==> src/rtl/game_level_controller_if.sv <==
// ============================================================================
//  game_level_controller_if
//  Player/display bus for the whack-a-mole game/level controller.
//  Rev 1.0
// ============================================================================
`default_nettype none

interface game_level_controller_if;
  logic        start;
  logic        hit;
  logic        game;
  logic [27:0] speed;
  logic [1:0]  seed;
  logic [1:0]  level;
  logic [7:0]  hits;
  logic [6:0]  time_left;
  logic        game_over;

  modport master (
    output start, hit,
    input  game, speed, seed, level, hits, time_left, game_over
  );

  modport slave (
    input  start, hit,
    output game, speed, seed, level, hits, time_left, game_over
  );
endinterface

`default_nettype wire

==> src/rtl/game_level_controller.sv <==
// ============================================================================
//  game_level_controller
//  Game/level FSM: game enable, per-level mole speed, LFSR seed, hit/level/time.
//  Rev 1.0
// ============================================================================
`default_nettype none

module game_level_controller #(
  parameter int unsigned CLK_HZ         = 50_000_000,
  parameter int unsigned GAME_SECONDS   = 60,
  parameter int unsigned HITS_PER_LEVEL = 10,
  parameter int unsigned MAX_LEVEL      = 3,
  parameter logic [27:0] BASE_SPEED     = 28'd50_000_000
) (
  input  logic                    clock,
  input  logic                    reset_n,
  game_level_controller_if.slave  bus
);

  localparam int unsigned       c_PRE_W      = (CLK_HZ > 2) ? $clog2(CLK_HZ) : 1;
  localparam logic [c_PRE_W-1:0] c_PRE_RELOAD = c_PRE_W'(CLK_HZ - 1);
  localparam logic [6:0]        c_GAME_SECS  = 7'(GAME_SECONDS);
  localparam logic [7:0]        c_HPL        = 8'(HITS_PER_LEVEL);
  localparam logic [1:0]        c_MAX_LEVEL  = 2'(MAX_LEVEL);

  typedef enum logic [1:0] {
    IDLE      = 2'd0,
    LOAD      = 2'd1,
    PLAY      = 2'd2,
    GAME_OVER = 2'd3
  } state_t;

  state_t               r_state;
  logic                 r_start_q;
  logic [1:0]           r_seed_gen;
  logic [c_PRE_W-1:0]   r_prescaler;
  logic [7:0]           r_level_hits;
  logic                 r_game;
  logic                 r_game_over;
  logic [27:0]          r_speed;
  logic [1:0]           r_seed;
  logic [1:0]           r_level;
  logic [7:0]           r_hits;
  logic [6:0]           r_time_left;
  logic                 w_start_pulse;

  assign w_start_pulse = bus.start & ~r_start_q;

  always_ff @(posedge clock or negedge reset_n) begin
    if (!reset_n) begin
      r_state      <= IDLE;
      r_start_q    <= 1'b0;
      r_seed_gen   <= 2'd1;
      r_prescaler  <= '0;
      r_level_hits <= 8'd0;
      r_game       <= 1'b0;
      r_game_over  <= 1'b0;
      r_speed      <= BASE_SPEED;
      r_seed       <= 2'd1;
      r_level      <= 2'd0;
      r_hits       <= 8'd0;
      r_time_left  <= c_GAME_SECS;
    end else begin
      r_start_q <= bus.start;
      // Seed source skips zero so the downstream mole LFSR can never lock up
      r_seed_gen <= (r_seed_gen == 2'd3) ? 2'd1 : r_seed_gen + 2'd1;
      r_speed    <= BASE_SPEED >> r_level;

      case (r_state)
        IDLE, GAME_OVER: begin
          if (w_start_pulse) begin
            r_state      <= LOAD;
            r_game_over  <= 1'b0;
            r_hits       <= 8'd0;
            r_level      <= 2'd0;
            r_level_hits <= 8'd0;
            r_prescaler  <= c_PRE_RELOAD;
            r_time_left  <= c_GAME_SECS;
          end
        end
        LOAD: begin
          r_state <= PLAY;
          r_game  <= 1'b1;
          r_seed  <= r_seed_gen;
        end
        PLAY: begin
          if (bus.hit) begin
            if (r_hits != 8'hFF) r_hits <= r_hits + 8'd1;
            if (r_level_hits + 8'd1 == c_HPL) begin
              r_level_hits <= 8'd0;
              if (r_level < c_MAX_LEVEL) r_level <= r_level + 2'd1;
            end else begin
              r_level_hits <= r_level_hits + 8'd1;
            end
          end
          if (r_prescaler == '0) begin
            r_prescaler <= c_PRE_RELOAD;
            r_time_left <= r_time_left - 7'd1;
            if (r_time_left <= 7'd1) begin
              r_state     <= GAME_OVER;
              r_game      <= 1'b0;
              r_game_over <= 1'b1;
            end
          end else begin
            r_prescaler <= r_prescaler - 1'b1;
          end
        end
        default: begin
          r_state     <= IDLE;
          r_game      <= 1'b0;
          r_game_over <= 1'b0;
        end
      endcase
    end
  end

  assign bus.game      = r_game;
  assign bus.game_over = r_game_over;
  assign bus.speed     = r_speed;
  assign bus.seed      = r_seed;
  assign bus.level     = r_level;
  assign bus.hits      = r_hits;
  assign bus.time_left = r_time_left;

endmodule

`default_nettype wire
==> src/flat_wrapper.sv <==
// flat-port wrapper written by rule: the top's interface ports become plain ports
module game_level_controller_flat 
#(
  parameter int unsigned CLK_HZ         = 50_000_000,
  parameter int unsigned GAME_SECONDS   = 60,
  parameter int unsigned HITS_PER_LEVEL = 10,
  parameter int unsigned MAX_LEVEL      = 3,
  parameter logic [27:0] BASE_SPEED     = 28'd50_000_000
)
  (clock, reset_n, bus_start, bus_hit, bus_game, bus_speed, bus_seed, bus_level, bus_hits, bus_time_left, bus_game_over);
  game_level_controller_if bus_i ();
  input  logic clock;
  input  logic reset_n;
  input wire logic [$bits(bus_i.start)-1:0] bus_start;
  input wire logic [$bits(bus_i.hit)-1:0] bus_hit;
  output wire logic [$bits(bus_i.game)-1:0] bus_game;
  output wire logic [$bits(bus_i.speed)-1:0] bus_speed;
  output wire logic [$bits(bus_i.seed)-1:0] bus_seed;
  output wire logic [$bits(bus_i.level)-1:0] bus_level;
  output wire logic [$bits(bus_i.hits)-1:0] bus_hits;
  output wire logic [$bits(bus_i.time_left)-1:0] bus_time_left;
  output wire logic [$bits(bus_i.game_over)-1:0] bus_game_over;
  assign bus_i.start = bus_start;
  assign bus_i.hit = bus_hit;
  assign bus_game = bus_i.game;
  assign bus_speed = bus_i.speed;
  assign bus_seed = bus_i.seed;
  assign bus_level = bus_i.level;
  assign bus_hits = bus_i.hits;
  assign bus_time_left = bus_i.time_left;
  assign bus_game_over = bus_i.game_over;
  game_level_controller #(.CLK_HZ(CLK_HZ), .GAME_SECONDS(GAME_SECONDS), .HITS_PER_LEVEL(HITS_PER_LEVEL), .MAX_LEVEL(MAX_LEVEL), .BASE_SPEED(BASE_SPEED)) u_core (.clock(clock), .reset_n(reset_n), .bus(bus_i));
endmodule
==> config.mk <==
export PLATFORM = sky130hd
export DESIGN_NAME = game_level_controller_flat
export DESIGN_NICKNAME = d
export VERILOG_FILES = /design/src/rtl/game_level_controller_if.sv /design/src/rtl/game_level_controller.sv /design/src/flat_wrapper.sv
export SDC_FILE = /design/constraint.sdc
export NUM_CORES = 1
export LEC_CHECK = 0
export ABC_CLOCK_PERIOD_IN_PS = 2900
export BUFFER_PORTS_ARGS = -buffer_cell sky130_fd_sc_hd__buf_2
export CORE_MARGIN = 10
export CORE_UTILIZATION = 34
export CTS_CLUSTER_DIAMETER = 150
export CTS_CLUSTER_SIZE = 24
export DETAILED_ROUTE_END_ITERATION = 12
export PLACE_DENSITY = 0.54
export SLEW_MARGIN = 15
export SYNTH_ARGS = -nofsm -noshare
export SYNTH_HDL_FRONTEND = slang
export SYNTH_SLANG_ARGS = --single-unit
==> constraint.sdc <==
create_clock -name clock -period 2.9 [get_ports clock]
set_clock_uncertainty 0.05 [all_clocks]
set_input_delay 0.145 -clock clock [delete_from_list [all_inputs] [get_ports clock]]
set_output_delay 0.145 -clock clock [all_outputs]
set_load 0.02 [all_outputs]
==> out/qor.tcl <==
set qor(fillCellCount) 1128
set qor(buffer_ports.inserted) 42
set qor(totalWireLength_um) 8770
set qor(grt.overflow.total) 0
set qor(irDropWorstVdd_mv) 0.517
set qor(placement_rows) 39
set qor(floorplan.die.width_um) 128
set qor(p_leak_nw) 1.92
set qor(ys_dominant_reg_cell) {sky130_fd_sc_hd__dfrtp_1}
set qor(dp_hpwl_um) 6160
set qor(post_synth_inst_count) 416
set qor(cts_sinks) 71
set qor(outcome) {finished clean}
set qor(library_cell_with_the_highest_instance_count_after_synthesis) {sky130_fd_sc_hd__dfrtp_1}
set qor(ys.warnings.count) 0
set qor(antenna_found_initial) 0
set qor(grt_setup_unrepaired) {false}
set qor(worst_setup_path_start_kind) {flop}
set qor(vias_in_the_first_global_route) 3105
set qor(post_synth_num_cell_types) 58
set qor(synthDominantAreaCellType) {sky130_fd_sc_hd__dfrtp_1}
set qor(cts_buffers) 9
set qor(finalWorstPathRequiredPeriod_ns) 2.42
set qor(detail_route.drc_violations) 0
set qor(grt_start_max_net_pins) 30
set qor(postSynth.asyncResetShare_pct) 100
set qor(report.final.hold_viol_count) 0
set qor(floorplan.die.height_um) 128
set qor(antenna_violating_nets_post_route) 0
set qor(floorplan.initialDensity_pct) 34.6
set qor(synth_commonest_cells) {sky130_fd_sc_hd__dfrtp_1 (60), sky130_fd_sc_hd__nand2_1 (46), sky130_fd_sc_hd__o21ai_0 (41)}
set qor(grt_use_total_pct) 11.2
set qor(drt-initial-drc-count) 158
set qor(fin_setup_tns_ns) 0
set qor(yosys-top-cells-area) {sky130_fd_sc_hd__dfrtp_1 (38%), sky130_fd_sc_hd__dfstp_2 (7.3%), sky130_fd_sc_hd__ha_1 (5.7%)}
set qor(timing.final.setup_violations) 0
set qor(slew_violations) 0
set qor(layout_worst_path_cycle_share_pct) 83.3
set qor(synthToLayoutAreaGrowth_pct) 16.0
set qor(cellPowerDensity_mw_per_mm2) 764
set qor(vias) 3057
set qor(placement.cell_area_mm2) 0.00422
set qor(gp_routability_congestion) 0.781
set qor(tightest_slew_ns) 0.764
set qor(h-tree-depth) 3
set qor(post-route-cell-area_mm2) 0.00458
set qor(synth_seq_area_share_pct) 45.3
set qor(diodes) 0
set qor(timing.critical_path.to_type) {flop}
set qor(clockBufferDepth) 2
set qor(drv_cap) 0
set qor(synthesis.area_per_instance_um2) 9.50
set qor(critPathKind) {flop to flop}
set qor(yosysTopAreaCellShare_pct) 38.0
set qor(worst_skew_pair.late_latency_ns) 0.34
set qor(worst-endpoint-required_ns) 3.12
set qor(arrival_ns) 2.63
set qor(path_max_fanout) 11
set qor(min-delay-path-class) {primary input to async pin}
set qor(relSlewSlack_pct) 48.7
set qor(clockRootBuffer) {sky130_fd_sc_hd__clkbuf_16}
set qor(avgRoutedWirePerCell_um) 14.6
set qor(tritoncts) {built}
set qor(fin_nets) 475
set qor(mappedNetlistArea_mm2) 0.00395
set qor(drt-vias-per-instance) 5.09
set qor(cts.clk_slew.worst_paths_ns) 0.06
set qor(drive_above_1_share_pct) 20.7
set qor(floorplan.die_area_mm2) 0.0163
set qor(achievable-frequency_ghz) 0.414
set qor(global_route_wire_length_before_repair_um) 15100
set qor(synth_seq_cells) 71
set qor(io_pins) 53
set qor(synth_enable_flop_cells) 0
set qor(detail_route.first_pass.iterations) 4
set qor(core_area_mm2) 0.0114
==> path summary, 6_finish.rpt <==
check / from / end / slack, ns / cells past startpoint
max: u_core.r_prescaler[0] / u_core.r_prescaler[19] / 0.48 / 7
min: reset_n / u_core.r_prescaler[21] / 0.29 / 2
max reg2reg: u_core.r_prescaler[0] / u_core.r_prescaler[19] / 0.48 / 7
min reg2reg: u_core.bus.time_left[5] / u_core.bus.time_left[5] / 0.45 / 2
max in group asynchronous: reset_n / u_core.bus.speed[22] / 1.72 / 3
min in group clock: bus_hit / u_core.r_level_hits[2] / 0.33 / 5
==> area by class of cell <==
type,instances,area (um2),area share (%)
clock inverters,7,120,2.62
multi-input cells,299,1910,41.6
flip-flops and latches,71,1790,39.1
clock buffers,9,225,4.91
repair buffers,51,283,6.17
inverters,21,78.8,1.72
well taps,143,179,3.90
==> sequential cells by signal (all words and copies together), names as in the netlist <==
signal                cells
u_core.bus.game           1
u_core.bus.game_over      1
u_core.bus.hits           8
u_core.bus.level          2
u_core.bus.seed           2
u_core.bus.speed         11
u_core.bus.time_left      7
u_core.r_level_hits       8
u_core.r_prescaler       26
u_core.r_seed_gen         2
u_core.r_start_q          1
u_core.r_state            2
==> per-stage QoR <==
step | setup slack [ns] | std cells | util [%] | total power [mW] | hold WS [ns]
after floorplan | 0.774 | 424 | - | 1.92 | -0.201
after global placement | 0.550 | 583 | 36.9 | 2.23 | 0.0842
after detailed placement | 0.465 | 583 | 36.9 | 2.25 | 0.0847
after CTS | 0.459 | 601 | 40.1 | 3.56 | 0.292
after global routing | 0.242 | 601 | 40.1 | 3.72 | 0.312
final | 0.484 | 601 | 40.1 | 3.50 | 0.285
==> cell families after synthesis <==
group / share of synthesized area [%]
simple gates: 21.0
compound gates: 14.6
flops: 45.3
buf+inv: 7.16
fa+ha+maj: 5.70
xor+xnor: 2.88
mux: 3.13
other cells: 0.190
==> worst max-delay path, stage by stage, from the launching register on <==
cell,delay [ns]
sky130_fd_sc_hd__dfrtp_1,0.39
sky130_fd_sc_hd__inv_1,0.08
sky130_fd_sc_hd__ha_1,0.22
sky130_fd_sc_hd__or4b_4,0.52
sky130_fd_sc_hd__nor3_2,0.37
sky130_fd_sc_hd__and3_1,0.29
sky130_fd_sc_hd__o21ai_1,0.26
sky130_fd_sc_hd__nand2_1,0.16
==> power by group <==
group / switching (mW) / internal, mW
combinational: 0.663 / 0.291
sequential: 0.138 / 1.13
clock: 0.442 / 0.842
==> layer usage <==
metal / GRT usage, % / share of wire [%]
met1: 13.1 / 46
met3: 4.51 / 6.1
met4: 4.30 / 1.2
met2: 18.1 / 47
met5: 0 / 0
==> placed cells by master (no fill, tap or decap), drive strengths merged, types with 4 or more instances in the layout <==
cell type  count
inv           22
a21o           5
buf           49
nand3         16
a22o          10
xor2          13
dfrtp         60
or2            6
clkbuf         9
or4            5
ha            18
conb          10
o21ai         42
a21oi          7
nand2         46
nor4           6
a211o          4
dfstp         11
nor2          27
nand4         13
mux2i          9
and3           4
or3            5
nor3          11
==> repair_timing <==
action / in CTS / in global routing
gates resized for setup: 0 / 0
buffers inserted: 0 / 0
hold buffers: 2 / 0
endpoints found under the hold margin: 14 / 0
Power figures use the tool's default switching activity.
